[src/rtl/mipi_pkg.sv]
// Shared definitions for the MIPI frame-buffer writer: FSM states, RAW8 packing
// and the default 640x480 display geometry.
package mipi_pkg;

    typedef enum logic [2:0] {
        IDLE,
        WAIT_FS,
        WAIT_LS,
        LINE,
        DONE
    } fw_state_t;

    localparam int RAW8_PX_PER_WORD = 4;
    localparam int DEF_H_PIXELS     = 640;
    localparam int DEF_V_LINES      = 480;
    localparam int DEF_H_WORDS      = DEF_H_PIXELS / RAW8_PX_PER_WORD;
    localparam int DEF_ADDR_W       = 17;

    // Bits needed for a counter that must be able to hold max_val.
    function automatic int cnt_width(input int max_val);
        return (max_val < 1) ? 1 : $clog2(max_val + 1);
    endfunction

endpackage

[src/rtl/fb_addr_gen.sv]
// Linear framebuffer address generator: line_base advances by one line stride per
// written line and a column offset steps once per written word, so no multiplier is needed.
module fb_addr_gen #(
    parameter int H_WORDS = 160,
    parameter int ADDR_W  = 17
) (
    input  logic              sys_clk,
    input  logic              reset,
    input  logic              frame_init,
    input  logic              line_init,
    input  logic              word_step,
    input  logic              line_advance,
    output logic [ADDR_W-1:0] addr
);
    localparam logic [ADDR_W-1:0] LINE_STRIDE = ADDR_W'(H_WORDS);
    localparam logic [ADDR_W-1:0] ADDR_ONE    = ADDR_W'(1);

    logic [ADDR_W-1:0] line_base;
    logic [ADDR_W-1:0] col;

    // The column restarts at every line boundary, whether or not the line was written.
    always_ff @(posedge sys_clk or posedge reset) begin
        if (reset) begin
            line_base <= '0;
            col       <= '0;
        end else if (frame_init) begin
            line_base <= '0;
            col       <= '0;
        end else begin
            if (line_advance)
                line_base <= line_base + LINE_STRIDE;
            if (line_advance || line_init)
                col <= '0;
            else if (word_step)
                col <= col + ADDR_ONE;
        end
    end

    assign addr = line_base + col;

endmodule

[src/rtl/mipi_frame_writer.sv]
// Frame-buffer write controller: crops CSI RAW8 payload to the display window and
// emits linear word writes, with single-shot/continuous capture and sticky error flags.
module mipi_frame_writer
    import mipi_pkg::*;
#(
    parameter int H_WORDS = DEF_H_WORDS,
    parameter int V_LINES = DEF_V_LINES,
    parameter int H_SKIP  = 0,
    parameter int V_SKIP  = 0,
    parameter int ADDR_W  = DEF_ADDR_W
) (
    input  logic              sys_clk,
    input  logic              reset,
    input  logic              continuous,
    input  logic              arm,
    input  logic              frame_start,
    input  logic              frame_end,
    input  logic              line_start,
    input  logic              data_valid,
    input  logic [31:0]       data_in,
    output logic [ADDR_W-1:0] ram_addr,
    output logic [31:0]       ram_data,
    output logic              ram_we,
    output logic              busy,
    output logic              frame_done,
    output logic              short_line,
    output logic              short_frame,
    output logic              overrun
);
    localparam int LINE_LIMIT  = H_SKIP + H_WORDS;
    localparam int FRAME_LIMIT = V_SKIP + V_LINES;
    localparam int WC_W = cnt_width(LINE_LIMIT);
    localparam int LC_W = cnt_width(FRAME_LIMIT);
    localparam int WL_W = cnt_width(V_LINES);

    localparam logic [WC_W-1:0] WC_ONE  = WC_W'(1);
    localparam logic [WC_W-1:0] WC_MAX  = '1;
    localparam logic [WC_W-1:0] H_LO    = WC_W'(H_SKIP);
    localparam logic [WC_W-1:0] H_SPAN  = WC_W'(H_WORDS);
    localparam logic [WC_W-1:0] H_END   = WC_W'(LINE_LIMIT);
    localparam logic [LC_W-1:0] LC_ONE  = LC_W'(1);
    localparam logic [LC_W-1:0] LC_MAX  = '1;
    localparam logic [LC_W-1:0] V_LO    = LC_W'(V_SKIP);
    localparam logic [LC_W-1:0] V_SPAN  = LC_W'(V_LINES);
    localparam logic [WL_W-1:0] WL_ONE  = WL_W'(1);
    localparam logic [WL_W-1:0] WL_MAX  = '1;
    localparam logic [WL_W-1:0] WL_FULL = WL_W'(V_LINES);

    fw_state_t state, state_next;

    logic [WC_W-1:0]   word_cnt, word_inc, words_seen;
    logic [LC_W-1:0]   line_cnt, line_inc;
    logic [WL_W-1:0]   wr_line, wr_line_inc, wr_line_after;
    logic [WC_W:0]     word_off;
    logic [LC_W:0]     line_off;
    logic              beat, line_written, word_in_window, do_write;
    logic              line_close, start_line, frame_init, clear_flags, fe_accept;
    logic [ADDR_W-1:0] gen_addr;

    assign word_inc    = (word_cnt == WC_MAX) ? word_cnt : word_cnt + WC_ONE;
    assign line_inc    = (line_cnt == LC_MAX) ? line_cnt : line_cnt + LC_ONE;
    assign wr_line_inc = (wr_line == WL_MAX) ? wr_line : wr_line + WL_ONE;

    // Window tests via a borrow bit so a zero crop offset needs no special case.
    assign beat           = (state == LINE) && data_valid;
    assign words_seen     = beat ? word_inc : word_cnt;
    assign line_off       = {1'b0, line_cnt} - {1'b0, V_LO};
    assign line_written   = !line_off[LC_W] && (line_off[LC_W-1:0] < V_SPAN);
    assign word_off       = {1'b0, word_cnt} - {1'b0, H_LO};
    assign word_in_window = !word_off[WC_W] && (word_off[WC_W-1:0] < H_SPAN);
    assign do_write       = beat && line_written && word_in_window;
    assign wr_line_after  = (line_close && line_written) ? wr_line_inc : wr_line;

    always_ff @(posedge sys_clk or posedge reset) begin
        if (reset)
            state <= IDLE;
        else
            state <= state_next;
    end

    // A sync arriving with a payload beat acts after the beat has been consumed,
    // so a line_start in LINE closes the old line and opens the next one at once.
    always_comb begin
        state_next  = state;
        line_close  = 1'b0;
        start_line  = 1'b0;
        frame_init  = 1'b0;
        clear_flags = 1'b0;
        fe_accept   = 1'b0;
        case (state)
            IDLE: begin
                if (continuous || arm) begin
                    state_next  = WAIT_FS;
                    clear_flags = 1'b1;
                end
            end
            WAIT_FS: begin
                if (frame_start) begin
                    state_next = WAIT_LS;
                    frame_init = 1'b1;
                end
            end
            WAIT_LS: begin
                if (frame_end) begin
                    state_next = DONE;
                    fe_accept  = 1'b1;
                end else if (line_start) begin
                    state_next = LINE;
                    start_line = 1'b1;
                end
            end
            LINE: begin
                if (frame_end) begin
                    state_next = DONE;
                    line_close = 1'b1;
                    fe_accept  = 1'b1;
                end else if (line_start) begin
                    line_close = 1'b1;
                    start_line = 1'b1;
                end else if (words_seen == H_END) begin
                    state_next = WAIT_LS;
                    line_close = 1'b1;
                end
            end
            DONE: begin
                state_next = continuous ? WAIT_FS : IDLE;
            end
            default: state_next = IDLE;
        endcase
    end

    always_ff @(posedge sys_clk or posedge reset) begin
        if (reset) begin
            word_cnt <= '0;
            line_cnt <= '0;
            wr_line  <= '0;
        end else if (frame_init) begin
            word_cnt <= '0;
            line_cnt <= '0;
            wr_line  <= '0;
        end else begin
            if (start_line)
                word_cnt <= '0;
            else if (beat)
                word_cnt <= word_inc;
            if (line_close) begin
                line_cnt <= line_inc;
                wr_line  <= wr_line_after;
            end
        end
    end

    always_ff @(posedge sys_clk or posedge reset) begin
        if (reset) begin
            short_line  <= 1'b0;
            short_frame <= 1'b0;
            overrun     <= 1'b0;
        end else if (clear_flags) begin
            short_line  <= 1'b0;
            short_frame <= 1'b0;
            overrun     <= 1'b0;
        end else begin
            if (line_close && line_written && (words_seen < H_END))
                short_line <= 1'b1;
            if (fe_accept && (wr_line_after < WL_FULL))
                short_frame <= 1'b1;
            if ((frame_start || frame_end || line_start) && data_valid)
                overrun <= 1'b1;
        end
    end

    fb_addr_gen #(
        .H_WORDS (H_WORDS),
        .ADDR_W  (ADDR_W)
    ) u_addr_gen (
        .sys_clk      (sys_clk),
        .reset        (reset),
        .frame_init   (frame_init),
        .line_init    (start_line),
        .word_step    (do_write),
        .line_advance (line_close && line_written),
        .addr         (gen_addr)
    );

    always_ff @(posedge sys_clk or posedge reset) begin
        if (reset) begin
            ram_we   <= 1'b0;
            ram_addr <= '0;
            ram_data <= '0;
        end else begin
            ram_we <= do_write;
            if (do_write) begin
                ram_addr <= gen_addr;
                ram_data <= data_in;
            end
        end
    end

    assign busy       = (state == WAIT_LS) || (state == LINE);
    assign frame_done = (state == DONE);

endmodule

[config.mk]
export PLATFORM = sky130hd
export DESIGN_NAME = mipi_frame_writer
export DESIGN_NICKNAME = d
export VERILOG_FILES = /design/src/rtl/mipi_pkg.sv /design/src/rtl/fb_addr_gen.sv /design/src/rtl/mipi_frame_writer.sv
export SDC_FILE = /design/constraint.sdc
export NUM_CORES = 1
export LEC_CHECK = 0
export ABC_AREA = 1
export CAP_MARGIN = 20
export CORE_UTILIZATION = 55
export CTS_BUF_LIST = sky130_fd_sc_hd__clkbuf_4
export CTS_CLUSTER_SIZE = 25
export DETAILED_ROUTE_END_ITERATION = 10
export HOLD_SLACK_MARGIN = 0.12
export PLACE_DENSITY = 0.82
export SETUP_SLACK_MARGIN = 0.02
export SKIP_CTS_REPAIR_TIMING = 1
export SLEW_MARGIN = 20
export SYNTH_ARGS = -nofsm -noshare
export SYNTH_HDL_FRONTEND = slang
export SYNTH_SLANG_ARGS = --single-unit
[constraint.sdc]
create_clock -name sys_clk -period 3.8 [get_ports sys_clk]
set_input_delay 0.38 -clock sys_clk [delete_from_list [all_inputs] [get_ports sys_clk]]
set_output_delay 0.38 -clock sys_clk [all_outputs]
set_load 0.1 [all_outputs]
# Yosys cells after proc, flatten, opt, wreduce, memory -nomap -nowiden
# Cells that the tools add are included.
# Widths: inputs -> output; s select.
# classes
muxes,44
magnitude_cmp,4
addsub,6
n_reduce_logical,22
eq_ne,14
# ops
operator,count
$mux 17,5
$mux 9,7
$mux 8,4
$mux 3,7
$mux 1,20
$add 9x1->9 const B,2
$eq 9x9->1 const B,2
$lt 9x9->1 const B,2
$add 17x1->17 const B,1
$add 17x17->17,1
$add 17x8->17 const B,1
$eq 8x8->1 const B,2
$lt 8x8->1 const B,2
$pmux 3 s5,1
$reduce_bool 2->1,5
$ne 3x3->1 const B,3
$add 8x1->8 const B,1
$logic_and 1x1->1,7
$eq 3x2->1 const B,2
$ne 2x2->1 const B,3
$logic_or 1x1->1,5
$reduce_and 5->1,1
$eq 3x1->1 const B,1
$eq 3x3->1 const B,1
4 further kinds,4
# totals
regBits,116
wordCells,102
output_inout_bits,55

# Logic depth before layout (Yosys ltp)
# logic_depth
word_depth,14
ltp_mapped,20

# Modules after synthesis
# From an unflattened synthesis, not the netlist that was laid out.
# hier_totals
cells_unflattened,767
area_unflattened_um2,5929.4
# modules_own_cells
mod,cells_each,area_each_um2,seq_area_each_um2,n_inst
mipi_frame_writer,478,3881.2,2052.0,1
fb_addr_gen,289,2048.2,725.7,1

# Worst setup path after synthesis
# Ideal clock, no wire load.
# synth_path
kind,register to register
start,reg state[1]
end,reg line_cnt[2]
period_less_slack_ns,2.823
stages_incl_launch_ff,16
setup_ns,0.138
setup_slack_ns,0.977
t_arrival_ns,2.685
path_cell_list,dfrtp_1 > inv_2 > nor2_2 > nand3_1 > nand2_1 > inv_1 > a21oi_2 > nand2_1 > nor2_2 > nand2_2 > nand2_4 > nand2_2 > or2_1 > buf_6 > nor3_1 > nor3b_2
# synth_via
elab_chain_len,10
# synth_rtl
item,line,source
from (decl),mipi_frame_writer.sv:49,"fw_state_t state, state_next;"
from (signal assigned),mipi_frame_writer.sv:78,state <= state_next;
$eq 3x2->1,"mipi_frame_writer.sv:65, mipi_frame_writer.sv:90",
$logic_and 1x1->1,mipi_frame_writer.sv:65,assign beat = (state == LINE) && data_valid;
$mux 8,n/a,
$eq 8x8->1,mipi_frame_writer.sv:120,end else if (words_seen == H_END) begin
$mux 1,mipi_frame_writer.sv:120,
$mux 1,mipi_frame_writer.sv:117,end else if (line_start) begin
$mux 1,mipi_frame_writer.sv:113,if (frame_end) begin
$mux 1,mipi_frame_writer.sv:90,case (state)
$reduce_bool 2->1 (no line),n/a,
$reduce_and 2->1 (no line),n/a,
to (signal assigned),mipi_frame_writer.sv:147,line_cnt <= line_inc;
to (decl),mipi_frame_writer.sv:52,"logic [LC_W-1:0] line_cnt, line_inc;"
# Several ways; a longest one is shown, not always the timed one.
# A chain may end at the register's enable or synchronous reset.

# Worst setup path in the final report
# layout_path
start,reg state[0]
end,out frame_done
# layout_via
elab_chain_len,1
# layout_rtl
item,line,source
$eq 3x3->1,mipi_frame_writer.sv:200,assign frame_done = (state == DONE);
to (decl),mipi_frame_writer.sv:25,"output logic frame_done,"
# No other way between the ends.

==> metrics.csv <==
metric,value,unit
status,completed,
Reg2Reg Depth,17,
simple-gate share of the synthesized area,30.5,%
first-pass GRT wire length,21900,um
power per cell area,812,nW/um^2
largest net degree at the start of global routing,67,
grt met3 use,4.14,%
Area Overhead vs Synth,20.6,%
post-DP HPWL,9450,um
Post-Syn Nets,773,
iteration count of the initial detailed-routing pass,5,
Peak supply drop,0.560,mV
die width,104,um
ant diodes,0,
yosys warns,0,
Synth Area in XOR/XNOR,3.04,%
number of hold violations in the final report,0,
Final GP Congestion,0.877,
Synth cell types,40,
Post-route DRC,0,
Iter 0 DRT Violations,313,
number of global-route vias before repair,4860,
largest family of logic cells by synthesized area,simple AND/OR/NAND/NOR gates,
die height,104,um
unrepaired setup endpoints after global routing,no,
Synth Area in Adders,3.69,%
Placeable Area,9950,um^2
layout cells sized above 1,7.03,%
syn_area_per_cell,8.04,um^2
cell row count,36,
Antenna Nets Post-Route,0,
gr usage total,24.7,%
post-synthesis mux area share,0,%
Max transition margin,32.2,%
Max-Cap Viols,0,
met2 Usage GRT,43.5,%
Worst-path clk slew,0.17,ns
Vias per Instance,5.36,
critical path class,reg2out,
vias,5058,
Clock Root Buffer,clkbuf_4,
Worst setup SP type,flop,
Worst-Margin Slew,1.01,ns
worst-skew pair later-pin latency,0.48,ns
Lkg Pwr,0.00331,uW
CP cell instances,nor2_1 -> inv_1 -> nor2_1 -> clkdlybuf4s50_1,
Cells after Synth,716,
Post-synth EDFFs,0,
grt ovf,0,
# clock sinks,111,
achievable frequency,0.353,GHz
Finished Layout Cells,944,
I/O pin count,95,
post-synthesis async set-or-reset flop share,100,%
Tmin final,2.83,ns
Final Skew,0.0208,ns
Post-synth top cells,"nand2_1, dfrtp_1, inv_1, nor2_1, nand3_1",
register area share after synthesis,48.3,%
CP dominant cell by count,nor2_1,
biggest area consumer among synthesized cells,dfrtp_1,
R2R Setup Slk,1.22,ns
ys flop type,dfrtp_1,
global-route layer with the greatest usage,met2,
number of fill cells,783,
crit path max-delay cell type,clkdlybuf4s50_1,
Final setup viols,0,
Nets,863,
Synth Area in Compound Gates,7.85,%
Starting Density,57.8,%
max-slew violation count,0,
Synth area leaders,"dfrtp_1, nand2_1, inv_1",
port bufs,94,
R2R Path End,u_addr_gen.line_base[15],
cell with the most instances after synthesis,nand2_1,
top cell type's share of synthesized area,48.3,%
clk buf depth,2,
Hold Path Class,in2async,
Yosys reg bits,111,
WL/cell,13.5,um
met1 Usage GRT,30.5,%
Detailed Route WL,12700,um
"Period Utilization, post-route",74.6,%
Setup Total Neg Slack,0,ns
placed insts,928,
initial antenna violation count,0,
reg2reg start,word_cnt[0],
crit path DAT,2.45,ns
mapped cell area,5760,um^2
CTS tree,done,
crit path capture type,primary output,
H-tree depth,3,
"Data required, critical path",3.42,ns
DIE AREA,10900,um^2
CTS buffer count,9,
critical path peak fanout,5,
Critical Path Max Stage Delay,1.14,ns
cell type report:
cell class              count  area (um^2)  area share (%)
flip-flops and latches    111         2780            40.0
repair buffers             98          971            14.0
inverters                  76          288            4.15
clock buffers               9         67.6           0.973
clock inverters             7         71.3            1.03
well taps                 133          166            2.40
multi-input cells         510         2600            37.5
logic make-up after synthesis:
group	after synthesis
and+or+nand+nor	390
AOI/OAI and AO/OA	83
xor gates and xnor gates	20
adders and majority gates	17
DFF	111
buffers and inverters	95
registers in the layout, indices dropped and copies added (netlist names):
register,flops
ram_data,32
word_cnt,8
state,3
short_line,1
ram_we,1
overrun,1
wr_line,9
u_addr_gen.line_base,12
short_frame,1
ram_addr,17
u_addr_gen.col,17
line_cnt,9
worst max-delay path by stage:
stage | startpoint | to
floorplan | reset | line_cnt[0]
global placement | data_valid | u_addr_gen.line_base[10]
detailed placement | data_valid | u_addr_gen.line_base[12]
CTS | state[0] | frame_done
global route | state[1] | frame_done
finish | state[0] | frame_done
worst max-delay path: cells and delay by family (launching register included):
family | cells | cell delay (ns)
buffers and inverters | 2 | 1.22
DFF | 1 | 0.46
and+or+nand+nor | 2 | 0.31
metrics by stage:
stage	total power [uW]	instance area [um^2]	hold WS [ns]	util [%]	worst slack [ns]
after detailed placement	5070	6800	0.464	68.3	0.949
after CTS	5660	6940	0.403	69.7	0.943
final	5640	6940	0.383	69.7	0.967
after global routing	5930	6940	0.414	69.7	0.835
after floorplan	4300	5760	0.477	-	0.489
after global placement	4990	6800	0.460	68.3	1.06
metal layers:
metal	part of all wire, %	vias to the layer above
li1	-	2490
met1	44	2381
met2	49	156
met3	4.7	31
met4	2.2	0
met5	0	-
report_power, final:
part	leakage [uW]	switching, uW	internal (uW)
registers	0.00147	230	1520
clock network	0.0000704	388	202
logic	0.00177	2550	750
placed cells by master, fill, tap and decap left out, types with 10 or more instances in the layout:
cell	instances
o21ai_0	31
dfrtp_1	111
clkdlybuf4s50_1	94
a21oi_1	30
nor2_1	65
ha_1	17
nand4_1	10
nor3_1	25
nand2_1	215
inv_1	70
xor2_1	14
nand3_1	36
Power figures use the tool's default switching activity.
